--- src/rtl/vram_cpu_port.sv ---
// CPU-side adapter for one port of the 32-bit VRAM bank. Turns 8/16/32-bit
// requests into whole-word accesses, using read-modify-write for sub-word writes.
module vram_cpu_port #(
  parameter int          AW       = 14,
  parameter int unsigned OBJ_BASE = 32'h8000
) (
  input  logic          clk,
  input  logic          rst,
  input  logic          cpu_req,
  input  logic          cpu_we,
  input  logic [1:0]    cpu_size,
  input  logic [AW+1:0] cpu_addr,
  input  logic [31:0]   cpu_wdata,
  output logic          cpu_busy,
  output logic          cpu_ack,
  output logic [31:0]   cpu_rdata,
  output logic [AW-1:0] mem_addr,
  output logic          mem_we,
  output logic [31:0]   mem_din,
  input  logic [31:0]   mem_dout
);

  localparam logic [1:0] S_IDLE = 2'd0;
  localparam logic [1:0] S_RD   = 2'd1;
  localparam logic [1:0] S_WR   = 2'd2;
  localparam logic [1:0] S_ACK  = 2'd3;

  localparam logic [AW+1:0] OBJ_LIM = OBJ_BASE[AW+1:0];

  // Handshake: cpu_req is a one-cycle pulse honoured only while cpu_busy=0;
  // cpu_ack pulses for exactly one cycle when the transaction completes.
  logic [1:0]    state;
  logic          we_q;
  logic [1:0]    size_q;
  logic [AW+1:0] addr_q;
  logic [31:0]   wdata_q;
  logic [31:0]   rbuf;
  logic [31:0]   merged;
  logic [31:0]   rd_fmt;

  // Word to be written back: new lanes from wdata_q, everything else from rbuf.
  always_comb begin
    merged = rbuf;
    if (size_q[1]) begin
      merged = wdata_q;
    end else if (size_q[0]) begin
      if (addr_q[1]) merged[31:16] = wdata_q[15:0];
      else           merged[15:0]  = wdata_q[15:0];
    end else begin
      if (addr_q[1]) merged[31:16] = {wdata_q[7:0], wdata_q[7:0]};
      else           merged[15:0]  = {wdata_q[7:0], wdata_q[7:0]};
    end
  end

  // Read formatting works on mem_dout directly, the same value rbuf captures.
  always_comb begin
    rd_fmt = mem_dout;
    if (size_q == 2'd1) begin
      rd_fmt = addr_q[1] ? {16'h0, mem_dout[31:16]} : {16'h0, mem_dout[15:0]};
    end else if (size_q == 2'd0) begin
      case (addr_q[1:0])
        2'd0:    rd_fmt = {24'h0, mem_dout[7:0]};
        2'd1:    rd_fmt = {24'h0, mem_dout[15:8]};
        2'd2:    rd_fmt = {24'h0, mem_dout[23:16]};
        default: rd_fmt = {24'h0, mem_dout[31:24]};
      endcase
    end
  end

  always_ff @(posedge clk or posedge rst) begin
    if (rst) begin
      state     <= S_IDLE;
      we_q      <= 1'b0;
      size_q    <= 2'd0;
      addr_q    <= '0;
      wdata_q   <= 32'h0;
      rbuf      <= 32'h0;
      cpu_rdata <= 32'h0;
    end else begin
      case (state)
        S_IDLE: begin
          if (cpu_req) begin
            we_q    <= cpu_we;
            size_q  <= cpu_size;
            addr_q  <= cpu_addr;
            wdata_q <= cpu_wdata;
            if (!cpu_we)
              state <= S_RD;
            else if (cpu_size[1])
              state <= S_WR;
            else if (cpu_size == 2'd0 && cpu_addr >= OBJ_LIM)
              state <= S_ACK;  // OBJ byte write: silently dropped
            else
              state <= S_RD;
          end
        end
        S_RD: begin
          rbuf <= mem_dout;
          if (we_q) begin
            state <= S_WR;
          end else begin
            cpu_rdata <= rd_fmt;
            state     <= S_ACK;
          end
        end
        S_WR:    state <= S_ACK;
        default: state <= S_IDLE;
      endcase
    end
  end

  assign cpu_busy = (state != S_IDLE);
  assign cpu_ack  = (state == S_ACK);
  assign mem_addr = addr_q[AW+1:2];
  assign mem_we   = (state == S_WR);
  assign mem_din  = (state == S_WR) ? merged : 32'h0;

endmodule

--- config.mk ---
export PLATFORM = sky130hd
export DESIGN_NAME = vram_cpu_port
export DESIGN_NICKNAME = d
export VERILOG_FILES = /design/src/rtl/vram_cpu_port.sv
export SDC_FILE = /design/constraint.sdc
export NUM_CORES = 1
export LEC_CHECK = 0
export BUFFER_PORTS_ARGS = -buffer_cell sky130_fd_sc_hd__buf_2
export CAP_MARGIN = 15
export CORE_UTILIZATION = 35
export DETAILED_ROUTE_END_ITERATION = 7
export SLEW_MARGIN = 20
export SYNTH_ARGS = -nofsm -noshare
export SYNTH_HDL_FRONTEND = slang
export SYNTH_SLANG_ARGS = --single-unit
--- constraint.sdc ---
create_clock -name clk -period 3.2 [get_ports clk]
set_input_delay 0.32 -clock clk [delete_from_list [all_inputs] [get_ports clk]]
set_output_delay 0.32 -clock clk [all_outputs]
set_load 0.01 [all_outputs]
==> flow_metrics.tcl, run 1 <==
set metrics [dict create \
    outcome "complete, no violations" \
    slew_viol_final 0 \
    end_kind "primary output" \
    cts-root-buf "clkbuf_16" \
    critPathLaunchType "register" \
    path_clk_slew_ns 0.05 \
    cts_resized 0 \
    io_pins 167 \
    die_area_sq_um 17000 \
    coreArea_sq_um 15900 \
    ys_ff_latch 117 \
    crit_required_ns 2.88 \
    rows 46 \
    reg2reg_depth 5 \
    reg2reg_slack_ns 1.06 \
    hold_viol_final 0 \
    syn-num-nets 635 \
    powerDensity_nw_per_um2 1130 \
    ant_nets 0 \
    fmax_ghz 0.355 \
    leakage_nw 3.55 \
    wl_per_cell_um 17.7 \
    first_global_vias 4315 \
    gp_congestion 0.870 \
    fin_crit_sh_pct 88.0 \
    crit-reg2reg-launch "state[0]$_DFFE_PP0P_" \
    drc 0 \
    place_ws_ns 0.825 \
    post-route-min-period_ns 2.82 \
    vias 4437 \
    worst-path-max-fanout 20 \
    slowest_stage "and2_1" \
    start_util_pct 36.1 \
    synth_cells 545 \
    tritoncts.num_buffers 17 \
    r2r_end "wdata_q[5]$_DFFE_PP0P_" \
    path_cells "inv_1, ha_1, and2_1, nand2_1, o21ai_0, buf_2" \
    relSlewSlack_pct 50.4 \
    die_h_um 130 \
    hpwl_um 11800 \
    dr.first_iter.drc_count 263 \
    antenna_cells 0 \
    avgSynthCellArea_sq_um 10.6 \
    worst_slack_ns 0.383 \
    fin_tns_setup_ns 0 \
    io_buffers 166 \
    worst_slew_pin_slew_ns 0.741 \
    hp-class "primary input to async pin" \
    rsz0062_at_grt "no" \
    grt_max_degree 118 \
    max-cap-violations 0 \
    syn_area_sq_um 5760 \
    multi_input_comb_area_sq_um 2480 \
    die_w_um 130 \
    clkLatencyLatePin_ns 0.41 \
    cts_tree "done" \
    yosysUniqueCellTypes 32 \
    synth_warnings 0 \
    crit_path_max_incr_delay_ns 0.63 \
    ys_seq_area_share_pct 50.9 \
    antenna_found_initial 0 \
    cts_setup_buffers 0 \
    setup_viol 0 \
    fillers 1525 \
    grt.overflow.total 0 \
    areaGrowthSynthToFinish_pct 26.0 \
    grt_pass1_wl_um 24400 \
    layout_common_cells "buf_2, dfrtp_1, nand2_1, mux2_2, a21oi_1" \
    seqCellArea_sq_um 2930 \
    htree_levels 4 \
    viasPerCell 4.85 \
    path_class "register to primary output" \
    skew_ns 0.00629 \
    cts_buffer_depth 2 \
    first_pass_iters 5 \
    wl_um 16200 \
    final_common_cell "buf_2" \
    drive_gt1_share_pct 41.4 \
    critPathArrivalTime_ns 2.50 \
    grt_usage_pct 19.7 \
    vdd_drop_max_uv 513 \
    clock_sinks 117 \
    ctsHoldBuffers 0 \
    finalNetCount 776 \
]
[sequential cells by signal (all words and copies together), names as in the netlist]
register,count
addr_q,16
cpu_rdata,32
rbuf,32
size_q,2
state,2
wdata_q,32
we_q,1
[cell usage after synthesis, drive strengths merged]
master	n	area share (%)
nand2	86	5.6
nand3	16	1.4
nor2	25	1.6
a22o	6	0.91
nor2b	3	0.33
a2111oi	2	0.41
and3	1	0.11
mux2i	23	4.0
a221o	1	0.17
o21ai	34	3.0
a21oi	28	2.4
a22oi	8	1.0
inv	13	0.89
nand2b	11	1.2
buf	43	4.7
nor3	1	0.087
and2	10	1.1
ha	4	0.87
o31ai	2	0.26
a21boi	8	1.0
a21o	3	0.39
mux2	82	16
clkbuf	9	0.59
dfrtp	117	51
o22ai	7	0.76
a31oi	1	0.11
a211oi	1	0.13
[worst max-delay path by stage]
stage | startpoint | endpoint | cells past startpoint
2_1_floorplan | state[0]$_DFFE_PP0P_ | mem_din[13] | 7
3_3_place_gp | state[0]$_DFFE_PP0P_ | mem_din[30] | 6
3_5_place_dp | state[0]$_DFFE_PP0P_ | mem_din[27] | 6
4_1_cts | state[0]$_DFFE_PP0P_ | mem_din[14] | 6
5_1_grt | state[0]$_DFFE_PP0P_ | mem_din[14] | 6
6_report | state[0]$_DFFE_PP0P_ | mem_din[14] | 6
[worst max-delay path: cells and delay by family (launching register included)]
kind	cells	cell delay, ns
DFF	1	0.41
adders and majority gates	1	0.54
and+or+nand+nor	2	0.76
AOI/OAI and AO/OA	1	0.10
buffers and inverters	2	0.28
[kinds of logic after synthesis]
group,synth area share (%)
AOI/OAI and AO/OA,10.6
muxes,20.0
and+or+nand+nor,11.4
buffers and inverters,6.15
DFF,50.9
adders and majority gates,0.870
[routing by layer]
| metal | wire length (um) | GRT usage (%) |
|---|---|---|
| met1 | 7420 | 27.1 |
| met2 | 7570 | 29.9 |
| met3 | 813 | 4.06 |
| met4 | 354 | 8.55 |
| met5 | 0 | 0 |
[per-stage QoR]
step / area, sq um / power, mW / util [%] / instances / hold slack (ns)
5_1_grt: 7250 / 8.72 / 45.5 / 914 / 0.125
3_5_place_dp: 6630 / 6.21 / 41.6 / 883 / 0.450
4_1_cts: 7250 / 8.25 / 45.5 / 914 / 0.120
6_report: 7250 / 8.16 / 45.5 / 914 / 0.0556
2_1_floorplan: 5760 / 5.19 / - / 545 / 0.453
3_3_place_gp: 6630 / 6.13 / 41.6 / 883 / 0.448
[final cells by class]
class | count | area share [%]
well taps | 216 | 3.73
repair buffers | 174 | 12.5
flip-flops and latches | 117 | 40.4
multi-input cells | 363 | 34.2
clock buffers | 22 | 6.40
clock inverters | 9 | 2.09
inverters | 13 | 0.759
[report_power, final]
group | switching [mW] | total [mW] | internal [mW]
registers | 0.609 | 2.84 | 2.23
logic | 1.78 | 3.33 | 1.55
clock network | 0.656 | 1.99 | 1.34
Note: power is estimated with default switching activity, not from simulation.
==> inputs of run 2 (changes only) <==
--- a/config.mk
+++ b/config.mk
@@ -9,6 +9,7 @@
 export CAP_MARGIN = 15
 export CORE_UTILIZATION = 35
 export DETAILED_ROUTE_END_ITERATION = 7
+export PLACE_DENSITY_LB_ADDON = 0.12
 export SLEW_MARGIN = 20
 export SYNTH_ARGS = -nofsm -noshare
 export SYNTH_HDL_FRONTEND = slang
==> run 2 against run 1 <==
Sequential power about the same; total power down 2.6%; first-iteration DRC count down 24%; cell count down 0.33%; critical path type unchanged; clock skew up 0.0018 ns.
==> flow_metrics.tcl, run 2 (synthesis results as in run 1) <==
set metrics [dict create \
    outcome "complete, no violations" \
    worst-path-max-fanout 20 \
    cts_setup_buffers 0 \
    cts_tree "done" \
    reg2reg_slack_ns 1.13 \
    crit-reg2reg-launch "state[1]$_DFFE_PP0P_" \
    gp_congestion 0.788 \
    r2r_end "state[0]$_DFFE_PP0P_" \
    wl_um 16400 \
    die_h_um 130 \
    hold_viol_final 0 \
    final_common_cell "buf_2" \
    areaGrowthSynthToFinish_pct 24.9 \
    grt_pass1_wl_um 24900 \
    seqPwrFrac_pct 35.4 \
    reg_top3 "cpu_rdata: 32 flops, rbuf: 32 flops, wdata_q: 32 flops" \
    ctsHoldBuffers 0 \
    setup_viol 0 \
    max-cap-violations 0 \
    netSwitchingFraction_pct 38.1 \
    start_util_pct 36.1 \
    io_buffers 166 \
    first_pass_iters 5 \
    dr.first_iter.drc_count 200 \
    grt_max_degree 51 \
    final_cells 911 \
    antenna_cells 0 \
    critical_path.startpoint "state[0]$_DFFE_PP0P_" \
    vdd_drop_max_uv 465 \
    wl_per_cell_um 18.0 \
    p_clk_share_pct 22.1 \
    powerDensity_nw_per_um2 1100 \
    critPathCapture "mem_din[25]" \
    layout_common_cells "buf_2, dfrtp_1, nand2_1, mux2_2, a21oi_1" \
    die_w_um 130 \
    ant_nets 0 \
    io_pins 167 \
    grt.overflow.total 0 \
    fmax_ghz 0.350 \
    clock_sinks 117 \
    crit_required_ns 2.88 \
    antenna_found_initial 0 \
    finalNetCount 777 \
    cts-root-buf "clkbuf_16" \
    path_clk_slew_ns 0.05 \
    die_area_sq_um 17000 \
    p_switching_mw 3.03 \
    coreArea_sq_um 15900 \
    critPathArrivalTime_ns 2.54 \
    clkLatencyLatePin_ns 0.41 \
    skew_ns 0.00813 \
    reg2reg_depth 7 \
    tritoncts.num_buffers 17 \
    worst_slew_pin_slew_ns 0.955 \
    hp-class "primary input to async pin" \
    relSlewSlack_pct 36.2 \
    fin_tns_setup_ns 0 \
    leakage_nw 3.52 \
    first_global_vias 4453 \
    end_kind "primary output" \
    slew_viol_final 0 \
    viasPerCell 4.91 \
    dp_cells 884 \
    combPwrFrac_pct 42.5 \
    rsz0062_at_grt "no" \
    path_class "register to primary output" \
    hpwl_um 12000 \
    post-route-min-period_ns 2.86 \
    intPower_mw 4.92 \
    cts_resized 0 \
    htree_levels 4 \
    rows 46 \
    fin_crit_sh_pct 89.3 \
    drc 0 \
    vias 4475 \
    drive_gt1_share_pct 41.4 \
    critPathLaunchType "register" \
    cts_buffer_depth 2 \
    grt_usage_pct 20.0 \
]
run 2: worst max-delay path, stage by stage, from the launching register on:
cell,delay [ns]
dfrtp_1,0.41
inv_1,0.10
ha_1,0.56
and2_1,0.63
nand2_1,0.16
o21ai_0,0.11
buf_2,0.16
run 2: power groups by stage:
stage	Clock, mW	Combinational (mW)	Sequential (mW)
after floorplan	0	2.55	2.65
after CTS	1.80	3.42	2.81
after global placement	0	3.34	2.81
after global routing	1.87	3.73	2.91
after detailed placement	0	3.40	2.83
final	1.76	3.38	2.81
run 2: metrics by stage:
step                hold WS [ns]  instance area, sq um  power, mW  setup WS (ns)  util (%)
CTS                        0.123                  7190       8.03          0.349      45.1
detailed placement         0.451                  6650       6.22          0.819      41.7
finish                     0.118                  7190       7.94          0.341      45.1
global route               0.124                  7190       8.51          0.192      45.1
global placement           0.446                  6650       6.15          0.965      41.7
floorplan                  0.453                  5760       5.19           1.34         -
run 2: final cells by class:
class	instances	area (sq um)
clock inverter	5	52.6
sequential	117	2930
multi-input combinational	363	2480
tap	216	270
clock buffer	22	484
inverter	13	55.1
fill	1553	8750
timing repair buffer	175	923
run 2: per-layer routing:
metal / GRT usage, % / share of wire, % / up-vias
li1: - / - / 2141
met2: 30.6 / 45 / 146
met4: 7.66 / 1.9 / 0
met1: 27.4 / 48 / 2163
met3: 4.76 / 5.5 / 25
met5: 0 / 0 / -
run 2: how the worst min path moves through the flow:
stage | startpoint | endpoint | slack, ns | depth (start not counted)
finish | rst | wdata_q[8]$_DFFE_PP0P_ | 0.12 | 2
detailed placement | cpu_rdata[22]$_DFFE_PP0P_ | cpu_rdata[22]$_DFFE_PP0P_ | 0.45 | 2
floorplan | mem_dout[16] | cpu_rdata[16]$_DFFE_PP0P_ | 0.45 | 2
global placement | cpu_rdata[31]$_DFFE_PP0P_ | cpu_rdata[31]$_DFFE_PP0P_ | 0.45 | 2
global route | cpu_addr[8] | addr_q[8]$_DFFE_PP0P_ | 0.12 | 2
CTS | cpu_addr[7] | addr_q[7]$_DFFE_PP0P_ | 0.12 | 2
==> inputs of run 3 (changes only) <==
--- a/config.mk
+++ b/config.mk
@@ -7,6 +7,7 @@
 export LEC_CHECK = 0
 export BUFFER_PORTS_ARGS = -buffer_cell sky130_fd_sc_hd__buf_2
 export CAP_MARGIN = 15
+export CORE_MARGIN = 8
 export CORE_UTILIZATION = 35
 export DETAILED_ROUTE_END_ITERATION = 7
 export PLACE_DENSITY_LB_ADDON = 0.12
==> run 3 against run 2 <==
Sequential power fell by 2%; total power is 1.5% higher; via count down 0.67%; non-clock buffer count did not move; worst setup slack better by 0.090 ns; die area is 23% higher; critical endpoint is now mem_din[10]; largest cell class unchanged; flip-flop and latch count unchanged; clock-buffer cell count rose by 2.
==> flow_metrics.tcl, run 3 (synthesis results as in run 1) <==
set metrics [dict create \
    outcome "complete, no violations" \
    gp_congestion 0.818 \
    grt_usage_pct 17.1 \
    hpwl_um 12900 \
    rows 47 \
    cts_buffer_depth 2 \
    skew_ns 0.00761 \
    grt_max_degree 118 \
    rsz0062_at_grt "no" \
    path_class "register to primary output" \
    total_power_mw 8.07 \
    setup_viol 0 \
    layout_common_cells "buf_2, dfrtp_1, nand2_1, mux2_2, a21oi_1" \
    final_common_cell "buf_2" \
    drc 0 \
    clkLatencyLatePin_ns 0.40 \
    first_global_vias 4635 \
    leakage_nw 3.54 \
    tritoncts.num_buffers 17 \
    max-cap-violations 0 \
    reg2reg_slack_ns 1.03 \
    hp-class "primary input to async pin" \
    critPathArrivalTime_ns 2.45 \
    areaGrowthSynthToFinish_pct 25.6 \
    io_pins 167 \
    cts-root-buf "clkbuf_16" \
    die_h_um 144 \
    die_area_sq_um 20800 \
    vias 4445 \
    clock_sinks 117 \
    worst-path-max-fanout 20 \
    hold_viol_final 0 \
    ctsHoldBuffers 0 \
    wl_um 17300 \
    relSlewSlack_pct 52.9 \
    crit_path_max_incr_delay_ns 0.61 \
    fmax_ghz 0.361 \
    antenna_cells 0 \
    cts_setup_buffers 0 \
    fin_crit_sh_pct 86.5 \
    grt.overflow.total 0 \
    r2r_end "wdata_q[4]$_DFFE_PP0P_" \
    io_buffers 166 \
    first_pass_iters 4 \
    htree_levels 4 \
    slowest_stage "and2_1" \
    reg2reg_depth 5 \
    ant_nets 0 \
    antenna_found_initial 2 \
    path_clk_slew_ns 0.05 \
    end_kind "primary output" \
    vdd_drop_max_uv 441 \
    drive_gt1_share_pct 41.5 \
    path_cells "inv_1, ha_1, and2_1, nand2_1, o21ai_0, buf_2" \
    crit_required_ns 2.88 \
    coreArea_sq_um 16300 \
    final_cells 916 \
    slew_viol_final 0 \
    critPathLaunchType "register" \
    grt_pass1_wl_um 26400 \
    fin_tns_setup_ns 0 \
    finalNetCount 777 \
    dp_cells 888 \
    worst_slew_pin_slew_ns 0.704 \
    post-route-min-period_ns 2.77 \
    crit-reg2reg-launch "state[0]$_DFFE_PP0P_" \
    start_util_pct 35.2 \
    powerDensity_nw_per_um2 1120 \
    wl_per_cell_um 18.9 \
    reg_top3 "cpu_rdata: 32 flops, rbuf: 32 flops, wdata_q: 32 flops" \
    viasPerCell 4.85 \
    die_w_um 144 \
    cts_resized 0 \
    cts_tree "done" \
    dr.first_iter.drc_count 250 \
]
-- run 3: worst max path at each step --
stage                                     from  slack, ns  depth (start not counted)           to
after global placement    state[0]$_DFFE_PP0P_       1.00                          6   mem_din[8]
after CTS                 state[0]$_DFFE_PP0P_       0.41                          6   mem_din[9]
final                     state[0]$_DFFE_PP0P_       0.43                          6  mem_din[10]
after floorplan           state[0]$_DFFE_PP0P_       1.34                          7  mem_din[13]
after detailed placement  state[0]$_DFFE_PP0P_       0.84                          6   mem_din[9]
after global routing      state[0]$_DFFE_PP0P_       0.21                          6  mem_din[10]
-- run 3: metrics by stage --
step                      cell area [sq um]  worst slack, ns  util (%)  hold slack (ns)
after global placement                 6650             1.00      40.7            0.446
after CTS                              7230            0.411      44.2            0.127
after floorplan                        5760             1.34         -            0.453
after global routing                   7230            0.206      44.2            0.124
final                                  7230            0.431      44.2            0.119
after detailed placement               6650            0.841      40.7            0.450
-- run 3: cell type report --
class | count | area, sq um
Sequential cell | 117 | 2930
Fill cell | 1657 | 9120
Timing Repair Buffer | 175 | 911
Inverter | 13 | 55.1
Clock buffer | 24 | 512
Multi-Input combinational cell | 363 | 2480
Tap cell | 220 | 275
Clock inverter | 4 | 70.1
-- run 3: layer usage --
| metal | wire, um | GRT usage, % |
|---|---|---|
| met5 | 18 | 0 |
| met4 | 390 | 6.85 |
| met3 | 1150 | 4.99 |
| met2 | 7850 | 26.4 |
| met1 | 7910 | 22.1 |
-- run 3: report_power, final --
group | switching (mW) | internal, mW | leakage [nW]
sequential | 0.530 | 2.23 | 1.41
combinational | 1.87 | 1.57 | 1.84
clock | 0.624 | 1.25 | 0.290
total | 3.02 | 5.04 | 3.54
-- run 3: worst max-delay path: cells and delay by family (launching register included) --
kind                       cells  cell delay (ns)
DFF                            1             0.42
buffers and inverters          2             0.28
AOI/OAI and AO/OA              1             0.11
and+or+nand+nor                2             0.71
adders and majority gates      1             0.54
